--- config.mk ---
export PLATFORM = sky130hd
export DESIGN_NAME = prng_arbiter_flat
export DESIGN_NICKNAME = d
export VERILOG_FILES = /design/src/rtl/prng_pkg.sv /design/src/rtl/prng_arbiter_if.sv /design/src/rtl/lfsr32_core.sv /design/src/rtl/prng_arbiter.sv /design/src/flat_wrapper.sv
export SDC_FILE = /design/constraint.sdc
export NUM_CORES = 1
export LEC_CHECK = 0
export BUFFER_PORTS_ARGS = -buffer_cell sky130_fd_sc_hd__buf_2
export CORE_MARGIN = 2
export CORE_UTILIZATION = 26
export CTS_CLUSTER_SIZE = 30
export DETAILED_ROUTE_END_ITERATION = 6
export PLACE_DENSITY = 0.53
export SLEW_MARGIN = 15
export SYNTH_ARGS = -nofsm -noshare
export SYNTH_HDL_FRONTEND = slang
export SYNTH_SLANG_ARGS = --single-unit
--- constraint.sdc ---
create_clock -name clock -period 5.55 [get_ports clock]
set_clock_uncertainty 0.05 [all_clocks]
set_input_delay 1.11 -clock clock [delete_from_list [all_inputs] [get_ports clock]]
set_output_delay 1.11 -clock clock [all_outputs]
set_load 0.005 [all_outputs]
--- src/rtl/prng_pkg.sv ---
// Shared definitions for the PRNG arbiter: LFSR width, taps, reset seed and FSM states.
package prng_pkg;

  localparam int unsigned LFSR_W = 32;

  localparam int unsigned TAP_A = 31;
  localparam int unsigned TAP_B = 21;
  localparam int unsigned TAP_C = 1;
  localparam int unsigned TAP_D = 0;

  localparam logic [LFSR_W-1:0] DEFAULT_SEED = 32'd13;

  typedef enum logic {
    FILL,
    READY
  } state_e;

  // Fibonacci step: feedback enters at the MSB, register shifts toward bit 0.
  function automatic logic [LFSR_W-1:0] lfsr_step(input logic [LFSR_W-1:0] l);
    logic fb;
    fb = l[TAP_A] ^ l[TAP_B] ^ l[TAP_C] ^ l[TAP_D];
    return {fb, l[LFSR_W-1:1]};
  endfunction

endpackage

--- src/rtl/prng_arbiter_if.sv ---
// Requester-side bus of the PRNG arbiter: requests, grants, granted word and reseed port.
interface prng_arbiter_if #(
    parameter int unsigned NUM_REQ = 4
) ();
    import prng_pkg::*;

    logic [NUM_REQ-1:0] req;
    logic [NUM_REQ-1:0] ack;
    logic [LFSR_W-1:0]  rnd_data;
    logic               seed_load;
    logic [LFSR_W-1:0]  seed_data;
    logic               word_ready;
    logic [15:0]        words_issued;

    modport master (
        output req,
        output seed_load,
        output seed_data,
        input  ack,
        input  rnd_data,
        input  word_ready,
        input  words_issued
    );

    modport slave (
        input  req,
        input  seed_load,
        input  seed_data,
        output ack,
        output rnd_data,
        output word_ready,
        output words_issued
    );

endinterface

--- src/rtl/lfsr32_core.sv ---
// 32-bit Fibonacci LFSR register with load and zero-seed substitution.
module lfsr32_core
    import prng_pkg::*;
#(
    parameter logic [LFSR_W-1:0] SEED = DEFAULT_SEED
) (
    input  logic              clock,
    input  logic              reset,
    input  logic              shift_en,
    input  logic              load,
    input  logic [LFSR_W-1:0] load_data,
    output logic [LFSR_W-1:0] state
);

    // A zero load would lock the LFSR, so the reset seed stands in for it.
    always_ff @(posedge clock or posedge reset) begin
        if (reset) begin
            state <= SEED;
        end else if (load) begin
            state <= (load_data == '0) ? SEED : load_data;
        end else if (shift_en) begin
            state <= lfsr_step(state);
        end
    end

endmodule

--- src/rtl/prng_arbiter.sv ---
// Round-robin distribution of LFSR words to NUM_REQ requesters, SHIFTS shifts per word.
module prng_arbiter
    import prng_pkg::*;
#(
    parameter int unsigned       NUM_REQ = 4,
    parameter int unsigned       SHIFTS  = 32,
    parameter logic [LFSR_W-1:0] SEED    = DEFAULT_SEED
) (
    input  logic           clock,
    input  logic           reset,
    prng_arbiter_if.slave  bus
);

    localparam int unsigned RR_W  = (NUM_REQ > 1) ? $clog2(NUM_REQ) : 1;
    localparam int unsigned CNT_W = 6;

    state_e             state_q;
    logic [CNT_W-1:0]   cnt_q;
    logic [LFSR_W-1:0]  lfsr;
    logic [LFSR_W-1:0]  buf_q;
    logic [LFSR_W-1:0]  rnd_q;
    logic [RR_W-1:0]    rr_q;
    logic [NUM_REQ-1:0] ack_q;
    logic [15:0]        words_issued_q;

    logic               shift_en;
    logic               last_shift;
    logic               pick_vld;
    logic [RR_W-1:0]    pick_idx;
    logic [RR_W-1:0]    cand;
    logic [RR_W-1:0]    rr_next;

    assign shift_en   = (state_q == FILL) && !bus.seed_load;
    assign last_shift = (cnt_q == CNT_W'(SHIFTS - 1));

    lfsr32_core #(
        .SEED (SEED)
    ) u_lfsr (
        .clock     (clock),
        .reset     (reset),
        .shift_en  (shift_en),
        .load      (bus.seed_load),
        .load_data (bus.seed_data),
        .state     (lfsr)
    );

    // Scan downward so the candidate closest to rr_q is the one left standing.
    always_comb begin
        pick_vld = 1'b0;
        pick_idx = '0;
        cand     = '0;
        for (int k = NUM_REQ - 1; k >= 0; k--) begin
            cand = RR_W'((int'(rr_q) + k) % NUM_REQ);
            if (bus.req[cand]) begin
                pick_vld = 1'b1;
                pick_idx = cand;
            end
        end
        rr_next = RR_W'((32'(pick_idx) + 32'd1) % NUM_REQ);
    end

    always_ff @(posedge clock or posedge reset) begin
        if (reset) begin
            state_q        <= FILL;
            cnt_q          <= '0;
            buf_q          <= '0;
            rnd_q          <= '0;
            rr_q           <= '0;
            ack_q          <= '0;
            words_issued_q <= '0;
        end else begin
            ack_q <= '0;
            if (bus.seed_load) begin
                // Reseed drops any pending word; rr and the grant count survive.
                state_q <= FILL;
                cnt_q   <= '0;
                buf_q   <= '0;
            end else begin
                case (state_q)
                    FILL: begin
                        if (last_shift) begin
                            buf_q   <= lfsr_step(lfsr);
                            cnt_q   <= '0;
                            state_q <= READY;
                        end else begin
                            cnt_q <= cnt_q + CNT_W'(1);
                        end
                    end
                    READY: begin
                        if (pick_vld) begin
                            ack_q[pick_idx] <= 1'b1;
                            rnd_q           <= buf_q;
                            rr_q            <= rr_next;
                            words_issued_q  <= words_issued_q + 16'd1;
                            state_q         <= FILL;
                        end
                    end
                    default: state_q <= FILL;
                endcase
            end
        end
    end

    assign bus.ack          = ack_q;
    assign bus.rnd_data     = rnd_q;
    assign bus.word_ready   = (state_q == READY);
    assign bus.words_issued = words_issued_q;

endmodule

--- src/flat_wrapper.sv ---
// flat-port wrapper written by rule: the top's interface ports become plain ports
module prng_arbiter_flat import prng_pkg::*;
#(
    parameter int unsigned       NUM_REQ = 4,
    parameter int unsigned       SHIFTS  = 32,
    parameter logic [LFSR_W-1:0] SEED    = DEFAULT_SEED
)
  (clock, reset, bus_req, bus_seed_load, bus_seed_data, bus_ack, bus_rnd_data, bus_word_ready, bus_words_issued);
  prng_arbiter_if #(.NUM_REQ(NUM_REQ)) bus_i ();
  input  logic clock;
  input  logic reset;
  input wire logic [$bits(bus_i.req)-1:0] bus_req;
  input wire logic [$bits(bus_i.seed_load)-1:0] bus_seed_load;
  input wire logic [$bits(bus_i.seed_data)-1:0] bus_seed_data;
  output wire logic [$bits(bus_i.ack)-1:0] bus_ack;
  output wire logic [$bits(bus_i.rnd_data)-1:0] bus_rnd_data;
  output wire logic [$bits(bus_i.word_ready)-1:0] bus_word_ready;
  output wire logic [$bits(bus_i.words_issued)-1:0] bus_words_issued;
  assign bus_i.req = bus_req;
  assign bus_i.seed_load = bus_seed_load;
  assign bus_i.seed_data = bus_seed_data;
  assign bus_ack = bus_i.ack;
  assign bus_rnd_data = bus_i.rnd_data;
  assign bus_word_ready = bus_i.word_ready;
  assign bus_words_issued = bus_i.words_issued;
  prng_arbiter #(.NUM_REQ(NUM_REQ), .SHIFTS(SHIFTS), .SEED(SEED)) u_core (.clock(clock), .reset(reset), .bus(bus_i));
endmodule
# Word-level counts from Yosys, hierarchy flattened

Index checks and enable logic that the tools add are counted.

Register bits after elaboration: 125
Input bits: 39
Output and inout port bits: 53
Word-level logic and storage cells: 69

$add $sub $neg: 6
$lt $le $gt $ge: 6
Equal/unequal tests: 2
Multiplexer cells: 34
Bitwise logic cells: 5
Reduce and logical (&&, ||, !) cells: 8

Operators by type and width:

| kind                                                                  | number |
|---|---|
| 32-bit two-way mux                                                    | 6 |
| 32-bit logical NOT                                                    | 1 |
| 6-bit two-way mux                                                     | 3 |
| 16-bit by 1-bit adder with 16-bit output, second input constant       | 1 |
| 2-bit by 3-bit < comparator with 1-bit output, second input constant  | 5 |
| 1-bit two-way mux                                                     | 12 |
| 4-bit two-way mux                                                     | 3 |
| 1-bit binary-select mux with 2-bit select                             | 4 |
| 2-bit two-way mux                                                     | 4 |
| 6-bit by 1-bit adder with 6-bit output, second input constant         | 1 |
| 6-bit by 5-bit == test with 1-bit output, second input constant       | 1 |
| 2-bit by 1-bit adder with 2-bit output, second input constant         | 2 |
| 2-bit adder, second input constant                                    | 2 |
| 2-bit nonzero test                                                    | 2 |
| 3-bit AND reduction                                                   | 1 |
| 1-bit bitwise XOR                                                     | 3 |
| 1-bit demux with 2-bit select                                         | 1 |
| 2-bit by 1-bit >= comparator with 1-bit output, second input constant | 1 |
| 1-bit logical AND                                                     | 2 |
| 2-bit != test, second input constant                                  | 1 |
| 1-bit inverter                                                        | 2 |
| 1-bit one-hot mux with 2 select lines                                 | 1 |
| 2-bit AND reduction                                                   | 1 |
| 1-bit logical NOT                                                     | 1 |

# Logic depth before layout (Yosys ltp)

Gate-level depths: netlist of the first run.

Depth after elaboration: 14
Gate-level depth with buffers: 7
Mapped depth without buffers: 5

# By module

A second synthesis of the first run with hierarchy kept.

Cells, all modules: 416
Area, all modules: 5366.4 sq um

Modules (own cells, without submodules):

| module       | instances | cells each | area each (sq um) | seq. area each (sq um) |
|---|---|---|---|---|
| prng_arbiter | 1         | 264        | 3798.6            | 2327.2 |
| lfsr32_core  | 1         | 152        | 1567.8            | 804.5 |

# Worst setup path before layout of the first run

No wires, ideal clock.

Path kind: input port to flip-flop
Start point: in bus_req[1]
End point: reg u_core.words_issued_q[6] (netlist: u_core.bus.words_issued[6])
Setup time: 127 ps
Arrival: 2009 ps
Data required time: 5373 ps
Setup slack: 3364 ps
Cell stages on the path: 5
Buffers on the path: 1
Path through: nor4_4 -> nor2_2 -> and4_4 -> buf_6 -> xor2_1

Longest elaborated chain between the ends: 7
Elaborated cells on any way between the ends: 13
Classes of those cells: mux (12); reduce/logical (1)

Ends and longest elaborated chain:

| item                                      | RTL line           | RTL |
|---|---|---|
| start: declaration                        | flat_wrapper.sv:12 | `input wire logic [$bits(bus_i.req)-1:0] bus_req;` |
| 1-bit binary-select mux with 2-bit select | prng_arbiter.sv:54 | `if (bus.req[cand]) begin` |
| 1-bit two-way mux (implied by the code)   | prng_arbiter.sv:54 |  |
| 1-bit two-way mux (3 in series)           | prng_arbiter.sv:54 |  |
| 1-bit two-way mux (*)                     | prng_arbiter.sv:54 |  |
| 3-bit AND reduction (no source line) (*)  | -                  |  |
| end signal: assignment                    | prng_arbiter.sv:94 | `words_issued_q <= words_issued_q + 16'd1;` |
| end: declaration                          | prng_arbiter.sv:24 | `logic [15:0] words_issued_q;` |

Every way passes the cells marked *; elsewhere a longest branch is shown, timed or not. The select of a mux whose other input is x is not followed.
A chain may end at the register's enable or synchronous reset.

# Final worst setup path of the first run

Start point: reg u_core.state_q (netlist: u_core.bus.word_ready)
End point: out bus_word_ready

RTL lines:

| item                     | RTL line           | RTL |
|---|---|---|
| start: declaration       | prng_arbiter.sv:17 | `state_e state_q;` |
| start signal: assignment | prng_arbiter.sv:64 | `state_q <= FILL;` |
| start signal: assignment | prng_arbiter.sv:75 | `state_q <= FILL;` |
| start signal: assignment | prng_arbiter.sv:84 | `state_q <= READY;` |
| end: declaration         | flat_wrapper.sv:17 | `output wire logic [$bits(bus_i.word_ready)-1:0] bus_word_ready;` |

No word-level cell between the ends.

==> impl_metrics.env, run 1 <==
export IMPL_hold_viol_final=0
export IMPL_endpoint_kind="output pin"
export IMPL_rsz0062_at_grt="no"
export IMPL_layout_drive_gt1_share_pct=30.1
export IMPL_cap_violations=0
export IMPL_drt_pass1_iter_count=4
export IMPL_synth_edff_count=0
export IMPL_cts_made_buffers=17
export IMPL_die_area_um2=21800
export IMPL_hpwlAfterDp_um=8120
export IMPL_areaGrowthSynthToFinish_pct=24.1
export IMPL_clock_latency_ps=410
export IMPL_io_pins=92
export IMPL_syn_cell_area_um2=5380
export IMPL_yosysSeqAreaShare_pct=58.2
export IMPL_post_cts_buffers=0
export IMPL_hp_class="register to register"
export IMPL_hold_buffers=0
export IMPL_yosysMostFrequentCell="dfrtp_1"
export IMPL_synth_top_area_share_pct=56.8
export IMPL_synthArstFlopShare_pct=100
export IMPL_period_share_pct=48.9
export IMPL_fmax_mhz=369
export IMPL_setup_viol=0
export IMPL_hold_end="u_core.bus.words_issued[15]"
export IMPL_relSlewSlack_pct=35.6
export IMPL_synth_area_per_cell_um2=11.1
export IMPL_synth_cell_type_count=38
export IMPL_crit_type="register to output pin"
export IMPL_cp_arrival_ps=1550
export IMPL_cts_tree="yes"
export IMPL_synth_warnings=0
export IMPL_required_ps=4390
export IMPL_synth_seq_cells=125
export IMPL_grt_pass1_vias=3856
export IMPL_fin_crit_ps=2710
export IMPL_synth_ff_type="dfrtp_1"
export IMPL_worstRegToRegCells=4
export IMPL_place_inst=822
export IMPL_grt_overflow_total=0
export IMPL_setup_tns_ps=0
export IMPL_grt_max_degree=106
export IMPL_grt_pass1_wl_um=20100
export IMPL_hp_start="u_core.bus.words_issued[15]"
export IMPL_synth_nets=524
export IMPL_die_x_um=148
export IMPL_power_leakage_nw=3.02
export IMPL_r2r_end="u_core.bus.rnd_data[8]"
export IMPL_worstHoldPathCells=1
export IMPL_stdcell_count=854
export IMPL_core_um2=20200
export IMPL_r2r_setup_slack_ps=3050
export IMPL_num_rows=52
export IMPL_clock_path_buffers=2
export IMPL_die_y_um=148
export IMPL_n_antenna_cell=0
export IMPL_htreeDepth=4
export IMPL_clkTransAtPathRegs_ps=60
export IMPL_synth_area_top_cells="dfrtp_1, nand2_1, mux2_2"
export IMPL_gr_usage_all_layers_pct=11.6
export IMPL_syn_inst=483
export IMPL_maxSlewViolCount=0
export IMPL_avgViaCountPerCell=4.45
export IMPL_start_util_pct=26.6
export IMPL_worstMarginPinSlew_ps=966
export IMPL_wl_um=12100
export IMPL_powerDensity_nw_per_um2=337
export IMPL_synthTopCellsByCount="dfrtp_1, nand2_1, a21oi_1"
export IMPL_routedWlPerCell_um=14.2
export IMPL_gp_congestion=0.734
export IMPL_clock_sinks=125
export IMPL_startpoint_type="register"
export IMPL_status="finished, final reports clean"
export IMPL_antenna_found_initial=0
export IMPL_path_max_fanout=44
export IMPL_port_buffers=91
export IMPL_drc=0
export IMPL_r2r_start="u_core.bus.word_ready"
export IMPL_num_vias=3800
export IMPL_yosysTopAreaCell="dfrtp_1"
export IMPL_fin_nets=612
export IMPL_ant_nets=0
export IMPL_drt_iter0_markers=190
export IMPL_cts_resized=0
export IMPL_root_buffer="clkbuf_16"
export IMPL_ir_drop_uv=201
## kinds of logic (layout without fill, tap and decap cells)
group | count (synthesis) | after routing | synth area share [%]
AND/OR/NAND/NOR | 160 | 160 | 13.8
flip-flops | 125 | 125 | 58.2
AO/OA/AOI/OAI | 78 | 78 | 7.77
multiplexers | 65 | 65 | 12.9
buffers and inverters | 31 | 132 | 3.23
XOR/XNOR | 22 | 22 | 3.58
adder cells (fa/ha/maj) | 2 | 2 | 0.465
## cell usage in the layout, fill, tap and decap left out, types with 5 or more instances in the layout
| cell type | netlist | final |
|---|---|---|
| a21oi_1 | 41 | 41 |
| buf_2 | 4 | 90 |
| buf_4 | 4 | 7 |
| clkbuf_16 | 0 | 17 |
| dfrtp_1 | 122 | 121 |
| inv_6 | 0 | 5 |
| mux2_2 | 33 | 33 |
| mux2i_1 | 32 | 32 |
| nand2_1 | 105 | 105 |
| nor2_1 | 16 | 16 |
| nor4_1 | 8 | 8 |
| o21ai_0 | 30 | 30 |
| xnor2_1 | 17 | 17 |
| xor2_1 | 5 | 5 |
## worst max path at each step
stage / start / to / slack (ps)
floorplan: reset / u_core.buf_q[0] / 1070
global placement: bus_seed_load / u_core.bus.rnd_data[5] / 2440
detailed placement: bus_seed_load / u_core.bus.rnd_data[5] / 2410
CTS: u_core.bus.word_ready / bus_word_ready / 2780
global route: bus_seed_load / u_core.bus.rnd_data[6] / 2720
finish: u_core.bus.word_ready / bus_word_ready / 2840
## state kept, by name (all words and copies together), names as in the netlist
name,flops
u_core.buf_q,32
u_core.bus.rnd_data,32
u_core.u_lfsr.state,32
u_core.bus.words_issued,16
u_core.cnt_q,6
u_core.bus.ack,4
u_core.rr_q,2
u_core.bus.word_ready,1
## area by class of cell
| cell class | instances | area [um^2] |
|---|---|---|
| Multi-Input combinational cell | 327 | 2070 |
| Fill cell | 2054 | 13600 |
| Timing Repair Buffer | 97 | 503 |
| Clock inverter | 15 | 186 |
| Sequential cell | 125 | 3130 |
| Tap cell | 270 | 338 |
| Clock buffer | 17 | 425 |
| Inverter | 3 | 16.3 |
## metal layers
layer | routed length [um] | vias to the layer above | global-route usage, % | part of all wire, %
met2 | 5630 | 80 | 18.0 | 46
met3 | 481 | 9 | 3.46 | 4.0
met1 | 5860 | 1883 | 15.7 | 48
met5 | 0 | - | 0 | 0
li1 | - | 1828 | - | -
met4 | 153 | 0 | 3.76 | 1.3
## through the flow
stage | power, mW | utilization (%) | setup WS (ps) | hold WS, ps | cell area (um^2)
floorplan | 1.07 | - | 1070 | 418 | 5380
global placement | 1.12 | 29.9 | 2440 | 413 | 6060
detailed placement | 1.12 | 29.9 | 2410 | 426 | 6060
CTS | 2.29 | 33.0 | 2780 | 434 | 6670
global route | 2.35 | 33.0 | 2720 | 458 | 6670
finish | 2.25 | 33.0 | 2840 | 428 | 6670
## critical path, cell delays in order, from the launching register on
cell and delay [ps]:
dfrtp_2 360, buf_4 530, buf_2 250
## power by group
part | internal, mW | switching, mW | total (mW)
sequential | 0.949 | 0.0281 | 0.978
clock | 0.712 | 0.434 | 1.15
combinational | 0.0544 | 0.0735 | 0.128
No activity file was read; power rests on OpenSTA's default activity.
==> inputs of run 2 (changes only) <==
Settings changed: PLACE_DENSITY 0.53 to 0.55.
Clock period 5.55 ns to 2.4 ns, I/O delays scaled along.
==> impl_metrics.env, run 2 (synthesized netlist as in run 1, its figures left out) <==
export IMPL_status="finished, final reports clean"
export IMPL_cts_tree="yes"
export IMPL_final_cell_mix="dfrtp_1, nand2_1, buf_2"
export IMPL_fin_nets=620
export IMPL_setup_tns_ps=0
export IMPL_hold_slack_ps=73.8
export IMPL_ir_drop_uv=417
export IMPL_cap_violations=0
export IMPL_gr_usage_all_layers_pct=11.8
export IMPL_grt_use_met2_pct=19.2
export IMPL_grt_pass1_wl_um=20100
export IMPL_clock_sinks=125
export IMPL_endpoint_kind="output pin"
export IMPL_num_rows=52
export IMPL_rsz0062_at_grt="no"
export IMPL_drt_iter0_markers=263
export IMPL_period_share_pct=89.5
export IMPL_clock_path_buffers=2
export IMPL_crit_type="register to output pin"
export IMPL_avgViaCountPerCell=4.43
export IMPL_cts_resized=0
export IMPL_antenna_found_initial=0
export IMPL_place_area_um2=6170
export IMPL_routedWlPerCell_um=14.1
export IMPL_power_leakage_nw=3.08
export IMPL_root_buffer="clkbuf_16"
export IMPL_setup_viol=0
export IMPL_power_mw=5.22
export IMPL_core_um2=20200
export IMPL_swShare_pct=22.8
export IMPL_gp_congestion=0.801
export IMPL_hold_buffers=0
export IMPL_post_cts_buffers=0
export IMPL_areaGrowthSynthToFinish_pct=26.2
export IMPL_worstRegToRegCells=3
export IMPL_fin_crit_ps=2150
export IMPL_worstMarginPinSlew_ps=931
export IMPL_grt_max_degree=103
export IMPL_hp_class="primary input to async pin"
export IMPL_cts_made_buffers=17
export IMPL_p_clk_share_pct=50.7
export IMPL_startpoint_type="register"
export IMPL_final_area_um2=6790
export IMPL_internal_power_mw=4.03
export IMPL_finalCoreUtilization_pct=33.5
export IMPL_power_frac_seq_pct=43.3
export IMPL_htreeDepth=4
export IMPL_relSlewSlack_pct=37.9
export IMPL_path_max_fanout=41
export IMPL_clkTransAtPathRegs_ps=50
export IMPL_p_switching_mw=1.19
export IMPL_wl_um=12200
export IMPL_drc=0
export IMPL_hpwlAfterDp_um=8360
export IMPL_layout_commonest_cell="dfrtp_1"
export IMPL_drt_pass1_iter_count=5
export IMPL_nFillCells=2058
export IMPL_powerDensity_nw_per_um2=769
export IMPL_fmax_mhz=465
export IMPL_combPwrFrac_pct=6.0
export IMPL_grt_pass1_vias=3943
export IMPL_grt_overflow_total=0
export IMPL_grtUsageMet1_pct=15.2
export IMPL_io_pins=92
export IMPL_top_usage_layer="met2"
export IMPL_port_buffers=91
export IMPL_n_antenna_cell=0
export IMPL_maxSlewViolCount=0
export IMPL_hold_viol_final=0
export IMPL_clock_latency_ps=410
export IMPL_layout_drive_gt1_share_pct=31.1
export IMPL_die_y_um=148
export IMPL_num_vias=3818
export IMPL_start_util_pct=26.6
export IMPL_die_area_um2=21800
export IMPL_ant_nets=0
export IMPL_required_ps=1870
export IMPL_use_met3_pct=3.33
export IMPL_die_x_um=148
export IMPL_cp_arrival_ps=1620
-- run 2: per-stage QoR --
step	instances	setup slack, ps
3_5_place_dp	830	349
5_1_grt	862	143
3_3_place_gp	830	425
2_1_floorplan	483	333
6_report	862	251
4_1_cts	862	197
-- run 2: worst max-delay path, cell delays in order, from the launching register on --
cell     delay [ps]
dfrtp_2         410
buf_4           540
buf_2           250
-- run 2: worst paths after layout --
check | startpoint | to | slack, ps
setup / recovery | u_core.bus.word_ready | bus_word_ready | 250
hold reg to reg | u_core.bus.words_issued[15] | u_core.bus.words_issued[15] | 430
setup reg to reg | u_core.bus.word_ready | u_core.bus.rnd_data[3] | 630
max in group asynchronous | reset | u_core.bus.rnd_data[8] | 1460
min in group clock | bus_seed_load | u_core.bus.word_ready | 210
hold / removal | reset | u_core.bus.words_issued[3] | 70
-- run 2: power by group through the flow --
| stage | clock network [mW] | registers [mW] | logic [mW] |
|---|---|---|---|
| 6_report | 2.64 | 2.26 | 0.312 |
| 5_1_grt | 2.83 | 2.27 | 0.357 |
| 4_1_cts | 2.72 | 2.26 | 0.321 |
| 3_5_place_dp | 0 | 2.30 | 0.319 |
| 3_3_place_gp | 0 | 2.29 | 0.310 |
| 2_1_floorplan | 0 | 2.28 | 0.182 |
-- run 2: area by class of cell --
type / instances / area, um^2 / share of cell area (%)
Sequential cell: 125 / 3130 / 46.2
Clock inverter: 13 / 164 / 2.41
Clock buffer: 19 / 453 / 6.67
Inverter: 3 / 15.0 / 0.221
Timing Repair Buffer: 105 / 613 / 9.03
Multi-Input combinational cell: 327 / 2070 / 30.5
Tap cell: 270 / 338 / 4.98
-- run 2: per-layer routing --
| layer | share of wire [%] | wire [um] |
|---|---|---|
| met1 | 48 | 5820 |
| met2 | 48 | 5780 |
| met3 | 3.7 | 445 |
| met4 | 0.89 | 108 |
| met5 | 0 | 0 |
